--- src/rtl/logic_unit_pipe.sv ---
// Two-stage pipelined 8-op bitwise logic unit with valid/ready handshake and flush.
// Optional statistics counters (op_count, stall_count) enabled by defining LOGIC_UNIT_STATS_EN.
module logic_unit_pipe #(
  parameter int WIDTH  = 32,
  parameter int FUNC_W = 3
) (
  input  logic              clk,
  input  logic              rst_n,
  input  logic              in_valid,
  output logic              in_ready,
  input  logic [WIDTH-1:0]  first_op,
  input  logic [WIDTH-1:0]  second_op,
  input  logic [FUNC_W-1:0] log_func,
  output logic              out_valid,
  input  logic              out_ready,
  output logic [WIDTH-1:0]  logic_o_data,
  output logic              zero_o,
  input  logic              flush
`ifdef LOGIC_UNIT_STATS_EN
  ,
  output logic [31:0]       op_count,
  output logic [15:0]       stall_count
`endif
);

  // Codes 000-011 keep the legacy 2-bit logic function encodings.
  function automatic logic [WIDTH-1:0] logic_op(input logic [WIDTH-1:0] a,
                                                input logic [WIDTH-1:0] b,
                                                input logic [FUNC_W-1:0] f);
    logic [WIDTH-1:0] r;
    case (f)
      3'b000:  r = a & b;
      3'b001:  r = a | b;
      3'b010:  r = ~(a | b);
      3'b011:  r = a ^ b;
      3'b100:  r = ~(a & b);
      3'b101:  r = ~(a ^ b);
      3'b110:  r = a & ~b;
      default: r = a;
    endcase
    return r;
  endfunction

  logic [WIDTH-1:0]  a_p1, b_p1;
  logic [FUNC_W-1:0] func_p1;
  logic              vld_p1;
  logic [WIDTH-1:0]  res_p2;
  logic              zero_p2;
  logic              vld_p2;
  logic              adv_p1, adv_p2;
  logic [WIDTH-1:0]  res_p1;

  assign adv_p2   = !vld_p2 || out_ready;
  assign adv_p1   = !vld_p1 || adv_p2;
  assign in_ready = adv_p1;
  assign res_p1   = logic_op(a_p1, b_p1, func_p1);

  // Stage 1: operand/opcode capture
  always_ff @(posedge clk or negedge rst_n) begin
    if (!rst_n) begin
      vld_p1  <= 1'b0;
      a_p1    <= '0;
      b_p1    <= '0;
      func_p1 <= '0;
    end else begin
      if (flush)       vld_p1 <= 1'b0;
      else if (adv_p1) vld_p1 <= in_valid;
      if (adv_p1 && in_valid) begin
        a_p1    <= first_op;
        b_p1    <= second_op;
        func_p1 <= log_func;
      end
    end
  end

  // Stage 2: result and zero flag, held while the consumer stalls
  always_ff @(posedge clk or negedge rst_n) begin
    if (!rst_n) begin
      vld_p2  <= 1'b0;
      res_p2  <= '0;
      zero_p2 <= 1'b0;
    end else begin
      if (flush)       vld_p2 <= 1'b0;
      else if (adv_p2) vld_p2 <= vld_p1;
      if (adv_p2 && vld_p1) begin
        res_p2  <= res_p1;
        zero_p2 <= (res_p1 == '0);
      end
    end
  end

  assign out_valid    = vld_p2;
  assign logic_o_data = res_p2;
  assign zero_o       = zero_p2;

`ifdef LOGIC_UNIT_STATS_EN
  function automatic logic [15:0] sat_inc16(input logic [15:0] c);
    return (c == 16'hFFFF) ? c : c + 16'd1;
  endfunction

  // Counters survive flush; only rst_n clears them.
  always_ff @(posedge clk or negedge rst_n) begin
    if (!rst_n) begin
      op_count    <= 32'd0;
      stall_count <= 16'd0;
    end else begin
      if (out_valid && out_ready)  op_count    <= op_count + 32'd1;
      if (out_valid && !out_ready) stall_count <= sat_inc16(stall_count);
    end
  end
`endif

endmodule

--- config.mk ---
export PLATFORM = sky130hd
export DESIGN_NAME = logic_unit_pipe
export DESIGN_NICKNAME = d
export VERILOG_FILES = /design/src/rtl/logic_unit_pipe.sv
export SDC_FILE = /design/constraint.sdc
export NUM_CORES = 1
export LEC_CHECK = 0
export BUFFER_PORTS_ARGS = -buffer_cell sky130_fd_sc_hd__buf_2
export CORE_UTILIZATION = 60
export DETAILED_ROUTE_END_ITERATION = 16
export HOLD_SLACK_MARGIN = 0.12
export PLACE_DENSITY = 0.81
export SLEW_MARGIN = 40
export SYNTH_ARGS = -nofsm -noshare
export SYNTH_HDL_FRONTEND = slang
export SYNTH_SLANG_ARGS = --single-unit
--- constraint.sdc ---
create_clock -name clk -period 4.36 [get_ports clk]
set_clock_uncertainty 0.1 [all_clocks]
set_input_delay 0.436 -clock clk [delete_from_list [all_inputs] [get_ports clk]]
set_output_delay 0.436 -clock clk [all_outputs]
set_load 0.03 [all_outputs]
==> key figures, run 1 <==
Logic synthesis
  • Cell Area, Synth: 7590 µm²
  • Post-synth EDFFs: 0
  • Synthesized net count: 929
  • Post-Synthesis Cells: approximately 760
  • Seq/Total Area, Yosys: between 30% and 40%
  • FF+latch count, synth: roughly 100
  • Yosys warning count: 0
  • Yosys cell types: between 60 and 70
  • Top_reg_cell synth: dfrtp_1
  • Async set-reset flop share out of synthesis: between 90% and 100%
  • Syn Area/Cell: about 10 µm²

STA
  • Final hold vios: 0
  • Tmin final: 3140 ps
  • Final setup violating endpoints: 0
  • Max-slew headroom: around 45%
  • Final Cycle Share: roughly 72%
  • Peak Freq: about 320 MHz
  • Final worst slack: ~1200 ps
  • Setup TNS: 0 ps
  • Tightest Pin Transition: just over 800 ps
  • RSZ-0062 raised after global routing: false
  • Slew Limit Fails: 0

Worst setup path
  • Flop2flop setup slack: roughly 1200 ps
  • Worst setup EP type: flip-flop
  • Startpoint types: flip-flop
  • Crit Path Class: reg -> reg
  • Cell chain of the critical path: buf_4, nor2_1, nor3b_1, nor3_1, or4_4, a2111oi_2, a32o_2
  • Crit path launch: func_p1[2]$_DFFE_PN0P_
  • Crit path buf inv count: 1
  • Worst path slowest cell: dfrtp_4
  • Crit path largest cell delay: about 890 ps
  • Worst EP arrival: 3350 ps
  • Critical path data required time: 4560 ps
  • Crit-path leading delay family: simple AND/OR/NAND/NOR gates
  • Worst r2r src: func_p1[2]$_DFFE_PN0P_
  • CP max FO: 58

Clock network
  • CTS sink count: between 100 and 150
  • Num CTS Buffers: 9
  • Clock tree buffer depth: 2
  • Clock-pin slew on the worst setup and hold paths: 70 ps
  • Postcts setup bufs: 0
  • Hold buffers post-CTS: 1
  • Root Driver: clkbuf_16
  • CTS tree: yes
  • Post-CTS Resized: 0
  • Htree depth: 3
  • Clock Latency Late Sink: about 360 ps

Pwr
  • Pwr Total: 3270 µW
  • LEAKAGE: about 0.004 µW
  • P per Cell Area: between 300 and 400 nW/µm²
  • Max VDD drop: 0.344 mV

Status
  • Status: complete, no violations

Finish
  • Ant diodes: 0
  • Post-route insts no fill: 1006
  • Fraction of layout cells with a size suffix above 1: between 20 and 30%
  • Layout area overhead: 10.2%
  • Fin nets: roughly 1.0k
  • Post-layout util: a little under 70%
  • Fill count: around 910

GRT
  • Total GRT Usage: roughly 28%
  • Grt ovf: 0
  • Antenna violations before repair: 0
  • Vias in the first global route: just under 6k
  • Largest net degree at the start of global routing: 74
  • First-pass GRT wire length: between 20000 and 30000 µm

Floorplan
  • Cell row count: 40
  • Die ar.: about 13000 µm²
  • CORE AREA: approximately 12000 µm²
  • Die height: about 110 µm
  • Die span in x: ~110 µm
  • Starting Density: 62.4%
  • IO Pins: 107

Flow run
  • # Max-Cap Violations: 0

Place
  • GPL Wtd Cong: between 0.8 and 0.9
  • Post-DP HPWL: ~12000 µm
  • Pre-CTS setup slack: 1230 ps
  • Cell total after placement: a little under 1k
  • # port buffers: roughly 110

Hold path
  • Min-delay src: flush
  • Worst Hold Class: in -> reg

Detailed routing
  • 1st-iter DRT viols: between 300 and 400
  • DR pass1 iterations: 5
  • Vias post-DR: approximately 5.8k
  • Final wirelength: between 15000 and 20000 µm
  • WL per Instance: 17.0 µm
  • Antenna Nets Post-Route: 0
  • DRC Markers: 0
  • Post-DR vias/cell: just under 6
==> final cells by class <==
cell class / count / area, µm² / area share [%]
flip-flops and latches: 102 / 2560 / 30.6
repair buffers: 114 / 599 / 7.17
clock buffers: 13 / 260 / 3.11
inverters: 67 / 251 / 3.01
multi-input cells: 541 / 4470 / 53.5
well taps: 168 / 210 / 2.51
clock inverters: 1 / 7.51 / 0.0898
==> synthesized netlist by cell type (all sizes together) (2+ instances only) <==
cell type	n	share of area [%]
o22a	5	0.58
nor4	2	0.16
a211oi	6	0.59
a32oi	2	0.23
a21boi	2	0.20
ha	96	16
nand3	6	0.46
mux4	2	0.59
a221o	2	0.26
nand2	44	2.2
buf	38	3.5
xor2	19	2.2
nand2b	8	0.66
o2111a	2	0.30
inv	67	3.3
dfrtp	102	34
clkbuf	13	0.64
a21oi	32	2.1
o22ai	19	1.6
o31ai	2	0.20
o211ai	7	0.69
o21ai	35	2.3
a31oi	2	0.16
a211o	2	0.23
a221oi	2	0.23
o32ai	3	0.35
o221ai	2	0.23
nor3	17	1.2
xnor2	8	0.92
nor2	49	2.5
mux2	84	12
nor2b	12	0.99
mux2i	38	5.0
and3	3	0.25
a22oi	4	0.40
nor3b	6	0.66
a2111oi	2	0.40
==> routing by layer <==
metal,vias up,track usage [%],routed length (µm)
li1,2779,-,-
met1,2827,33.9,7420
met2,180,47.4,8500
met3,36,6.14,828
met4,0,10.3,389
met5,-,0,0
==> cells by family after synthesis <==
logic type	after synthesis	share of synthesized area, %
DFF	102	33.6
and+or+nand+nor	154	9.74
adders and majority gates	96	15.8
AOI/OAI and AO/OA	140	12.1
buffers and inverters	118	7.47
xor gates and xnor gates	27	3.12
muxes	124	18.1
==> cell usage in the layout (no fill, tap or decap), drive strengths merged, types with 3 or more instances in the layout <==
cell type and n:
nor3b 6, and3 3, xor2 19, mux2 84, nor3 17, ha 96
o21ai 35, inv 67, o211ai 7, nor2b 12, nand3 6, clkbuf 13
nand2 44, dfrtp 102, mux2i 38, a22oi 4, o22ai 19, o32ai 3
nor2 49, xnor2 8, o22a 5, a211oi 6, buf 113, nand2b 8
a21oi 32
==> registers in the layout (all words and copies together) (netlist names) <==
register,flops
a_p1,32
b_p1,32
func_p1,3
logic_o_data,32
out_valid,1
vld_p1,1
zero_o,1
==> stage by stage <==
step | instance area, µm² | hold slack [ps]
2_1_floorplan | 7590 | 40.4
3_3_place_gp | 8080 | 359
3_5_place_dp | 8080 | 371
4_1_cts | 8360 | 137
5_1_grt | 8360 | 144
6_report | 8360 | 148
==> path summary, 6_finish.rpt <==
| path | endpoint | cells after the start |
|---|---|---|
| worst max-delay path | zero_o$_DFFE_PN0P_ | 7 |
| worst min register to register | logic_o_data[15]$_DFFE_PN0P_ | 2 |
| min in group asynchronous | a_p1[24]$_DFFE_PN0P_ | 2 |
| max in group asynchronous | b_p1[9]$_DFFE_PN0P_ | 3 |
| worst max register to register | zero_o$_DFFE_PN0P_ | 7 |
| worst min-delay path | out_valid$_DFFE_PN0P_ | 2 |
==> power breakdown <==
part           internal, µW  total, µW  switching [µW]
clock network           412        754             342
logic                   507       1240             732
registers              1110       1280             173
Power figures use the tool's default switching activity.
==> inputs of run 2 (changes only) <==
--- a/config.mk
+++ b/config.mk
@@ -6,10 +6,10 @@
 export NUM_CORES = 1
 export LEC_CHECK = 0
 export BUFFER_PORTS_ARGS = -buffer_cell sky130_fd_sc_hd__buf_2
-export CORE_UTILIZATION = 60
+export CORE_UTILIZATION = 53
 export DETAILED_ROUTE_END_ITERATION = 16
 export HOLD_SLACK_MARGIN = 0.12
-export PLACE_DENSITY = 0.81
+export PLACE_DENSITY = 0.76
 export SLEW_MARGIN = 40
 export SYNTH_ARGS = -nofsm -noshare
 export SYNTH_HDL_FRONTEND = slang
==> constraint.sdc (replaced) <==
create_clock -name clk -period 2.6 [get_ports clk]
set_clock_uncertainty 0.1 [all_clocks]
set_input_delay 0.26 -clock clk [delete_from_list [all_inputs] [get_ports clk]]
set_output_delay 0.26 -clock clk [all_outputs]
set_load 0.03 [all_outputs]
==> key figures, run 2 (same netlist as run 1, synthesis figures left out) <==
STA
  • Tmin final: 2460 ps (-684 ps)
  • Max-slew headroom: 67.1% (+22 points)
  • Final hold vios: 0 (unchanged)
  • Final setup violating endpoints: 0 (unchanged)
  • Tightest Pin Transition: 494 ps (-329 ps)
  • Peak Freq: 406 MHz (+28%)
  • Final worst slack: 139 ps (-1080 ps)
  • Final Cycle Share: 94.7% (+23 points)
  • Slew Limit Fails: 0 (unchanged)

Pwr
  • P_sw: 2170 µW (+74%)
  • Pwr Total: 5840 µW (+78%)
  • Max VDD drop: 0.690 mV (+100%)
  • Switching part of the total: 37.1% (-0.91 points)
  • Pint: 3670 µW (+81%)
  • Sequential share of power: 35.7% (-3.4 points)
  • Combinational power share: 40.6% (+2.8 points)
  • LEAKAGE: 0.00465 µW (+13%)
  • P per Cell Area: 612 nW/µm² (+56%)
  • Part of the power in the clock network: 23.8% (+0.8 points)

GRT
  • Grt peak-use layer: met2
  • Total GRT Usage: 25.4% (-2.2 points)
  • Met1 Use GR: 32.2% (-1.7 points)
  • Vias in the first global route: 5972 (+0.95%)
  • Met3 usage: 5.90% (-0.24 points)
  • Routing usage on met2: 42.0% (-5.4 points)
  • First-pass GRT wire length: 29200 µm (+3.6%)
  • Antenna violations before repair: 0 (unchanged)
  • Largest net degree at the start of global routing: 68 (-8.1%)
  • Grt ovf: 0 (unchanged)

Place
  • # port buffers: 106 (unchanged)
  • Placed inst area: 8370 µm² (+3.6%)
  • Post-DP HPWL: 12300 µm (about the same)
  • GPL Wtd Cong: 0.839 (-1.2%)
  • Pre-CTS setup slack: 2.21 ps (-1230 ps)

Worst setup path
  • Flop2flop setup slack: 140 ps (-1080 ps)
  • Crit Path Class: reg -> reg
  • Crit path largest cell delay: 540 ps (-350 ps)
  • CP max FO: 13 (-78%)
  • Critical path data required time: 2800 ps (-1760 ps)
  • Startpoint types: flip-flop
  • Worst EP arrival: 2660 ps (-690 ps)
  • Worst setup EP type: flip-flop
  • Reg2Reg Depth: 8 (+1)
  • Cell chain of the critical path: buf_12, buf_4, buf_4, nor3_2, nor3_1, or4_4, a2111oi_2, a32o_2
  • Worst path slowest cell: or4_4
  • Worst path most repeated cell: buf_4

Clock network
  • Num CTS Buffers: 9 (unchanged)
  • Clock tree buffer depth: 2 (unchanged)
  • CTS sink count: 102 (unchanged)
  • Root Driver: clkbuf_16
  • Clock-pin slew on the worst setup and hold paths: 70 ps (about the same)
  • Clock Latency Late Sink: 360 ps (about the same)
  • Htree depth: 3 (unchanged)
  • CTS tree: yes

Detailed routing
  • DR pass1 iterations: 4 (-1)
  • Post-DR vias/cell: 5.37 (-7.2%)
  • DRC Markers: 0 (unchanged)
  • Antenna Nets Post-Route: 0 (unchanged)
  • WL per Instance: 15.8 µm (-7.4%)
  • Vias post-DR: 6085 (+4.5%)
  • Final wirelength: 17900 µm (+4.3%)
  • 1st-iter DRT viols: 307 (-7.3%)

Floorplan
  • CORE AREA: 13900 µm² (+15%)
  • Die span in x: 122 µm (+6.3%)
  • IO Pins: 107 (unchanged)
  • Die ar.: 14800 µm² (+13%)
  • Starting Density: 54.5% (-7.9 points)
  • Die height: 122 µm (+6.3%)
  • Cell row count: 43 (+7.5%)

Finish
  • Ant diodes: 0 (unchanged)
  • Post-route cell area: 9550 µm² (+14%)
  • Commonest non-fill, non-tap cell in the layout: buf_2
  • Layout area overhead: 25.8%
  • Fin nets: 1116 (+11%)
  • Fill count: 1029 (+13%)
  • Fraction of layout cells with a size suffix above 1: 29.4% (+2.5 points)
  • Commonest non-fill, non-tap cells in the layout: 105 x buf_2, 99 x dfrtp_1, 94 x ha_1, 83 x mux2_2, 71 x dlygate4sd3_1

Flow run
  • # Max-Cap Violations: 0 (unchanged)

Status
  • Status: complete, no violations

Hold path
  • Worst Hold Class: in -> reg
  • Worst Hold Depth: 4 (+2)
[run 2: cell count changes in the layout (fill, tap and decap cells not counted), moves of 2 or more]
cell	delta
dlygate4sd3_1	+70
buf_12	+4
ha_1	-2
clkinv_2	+2
buf_4	+36
buf_6	+3
[run 2: layout make-up]
class / count / area, µm² / share of cell area [%]
clock buffers: 11 / 243 / 2.54
clock inverters: 5 / 57.6 / 0.603
inverters: 67 / 255 / 2.67
multi-input cells: 541 / 4520 / 47.4
flip-flops and latches: 102 / 2560 / 26.8
well taps: 180 / 225 / 2.36
repair buffers: 227 / 1680 / 17.6
[run 2: power by group through the flow]
stage	registers [µW]	logic, µW	clock network (µW)
detailed placement	2130	2170	0
global route	2120	2600	1490
finish	2080	2370	1390
CTS	2090	2330	1420
floorplan	2370	1300	0
global placement	2120	2130	0
[run 2: path summary, 6_finish.rpt]
path | from | end
setup / recovery | func_p1[2]$_DFFE_PN0P_ | zero_o$_DFFE_PN0P_
hold / removal | out_ready | vld_p1$_DFFE_PN0P_
setup reg to reg | func_p1[2]$_DFFE_PN0P_ | zero_o$_DFFE_PN0P_
hold reg to reg | logic_o_data[14]$_DFFE_PN0P_ | logic_o_data[14]$_DFFE_PN0P_
max in group asynchronous | rst_n | logic_o_data[6]$_DFFE_PN0P_
min in group asynchronous | rst_n | func_p1[2]$_DFFE_PN0P_
[run 2: through the flow]
stage          instances  setup TNS, ps  hold WS [ps]  util, %
2_1_floorplan        761              0          -136        -
3_3_place_gp        1035              0          73.9     60.1
3_5_place_dp        1035              0          75.3     60.1
4_1_cts             1128              0           157     68.1
5_1_grt             1133          -25.6           203     68.5
6_report            1133              0           169     68.5
[run 2: critical path: cells and delay by family (launching register included)]
kind | cells | cell delay, ps
flip-flops | 1 | 500
AO/OA/AOI/OAI | 2 | 560
AND/OR/NAND/NOR | 3 | 780
buffers and inverters | 3 | 470
[run 2: metal layers]
layer	up-vias	wire length [µm]
li1	3010	-
met1	2887	8170
met2	153	8520
met3	35	752
met4	0	444
met5	-	0
[run 2: repair_timing]
| action | CTS | global route |
|---|---|---|
| pin swaps | 6 | 5 |
| hold buffers | 71 | 0 |
| setup buffers | 6 | 5 |
| resized for setup | 9 | 5 |
| endpoints found under the hold margin | 132 | 0 |
| setup endpoints to repair | 1 | 1 |
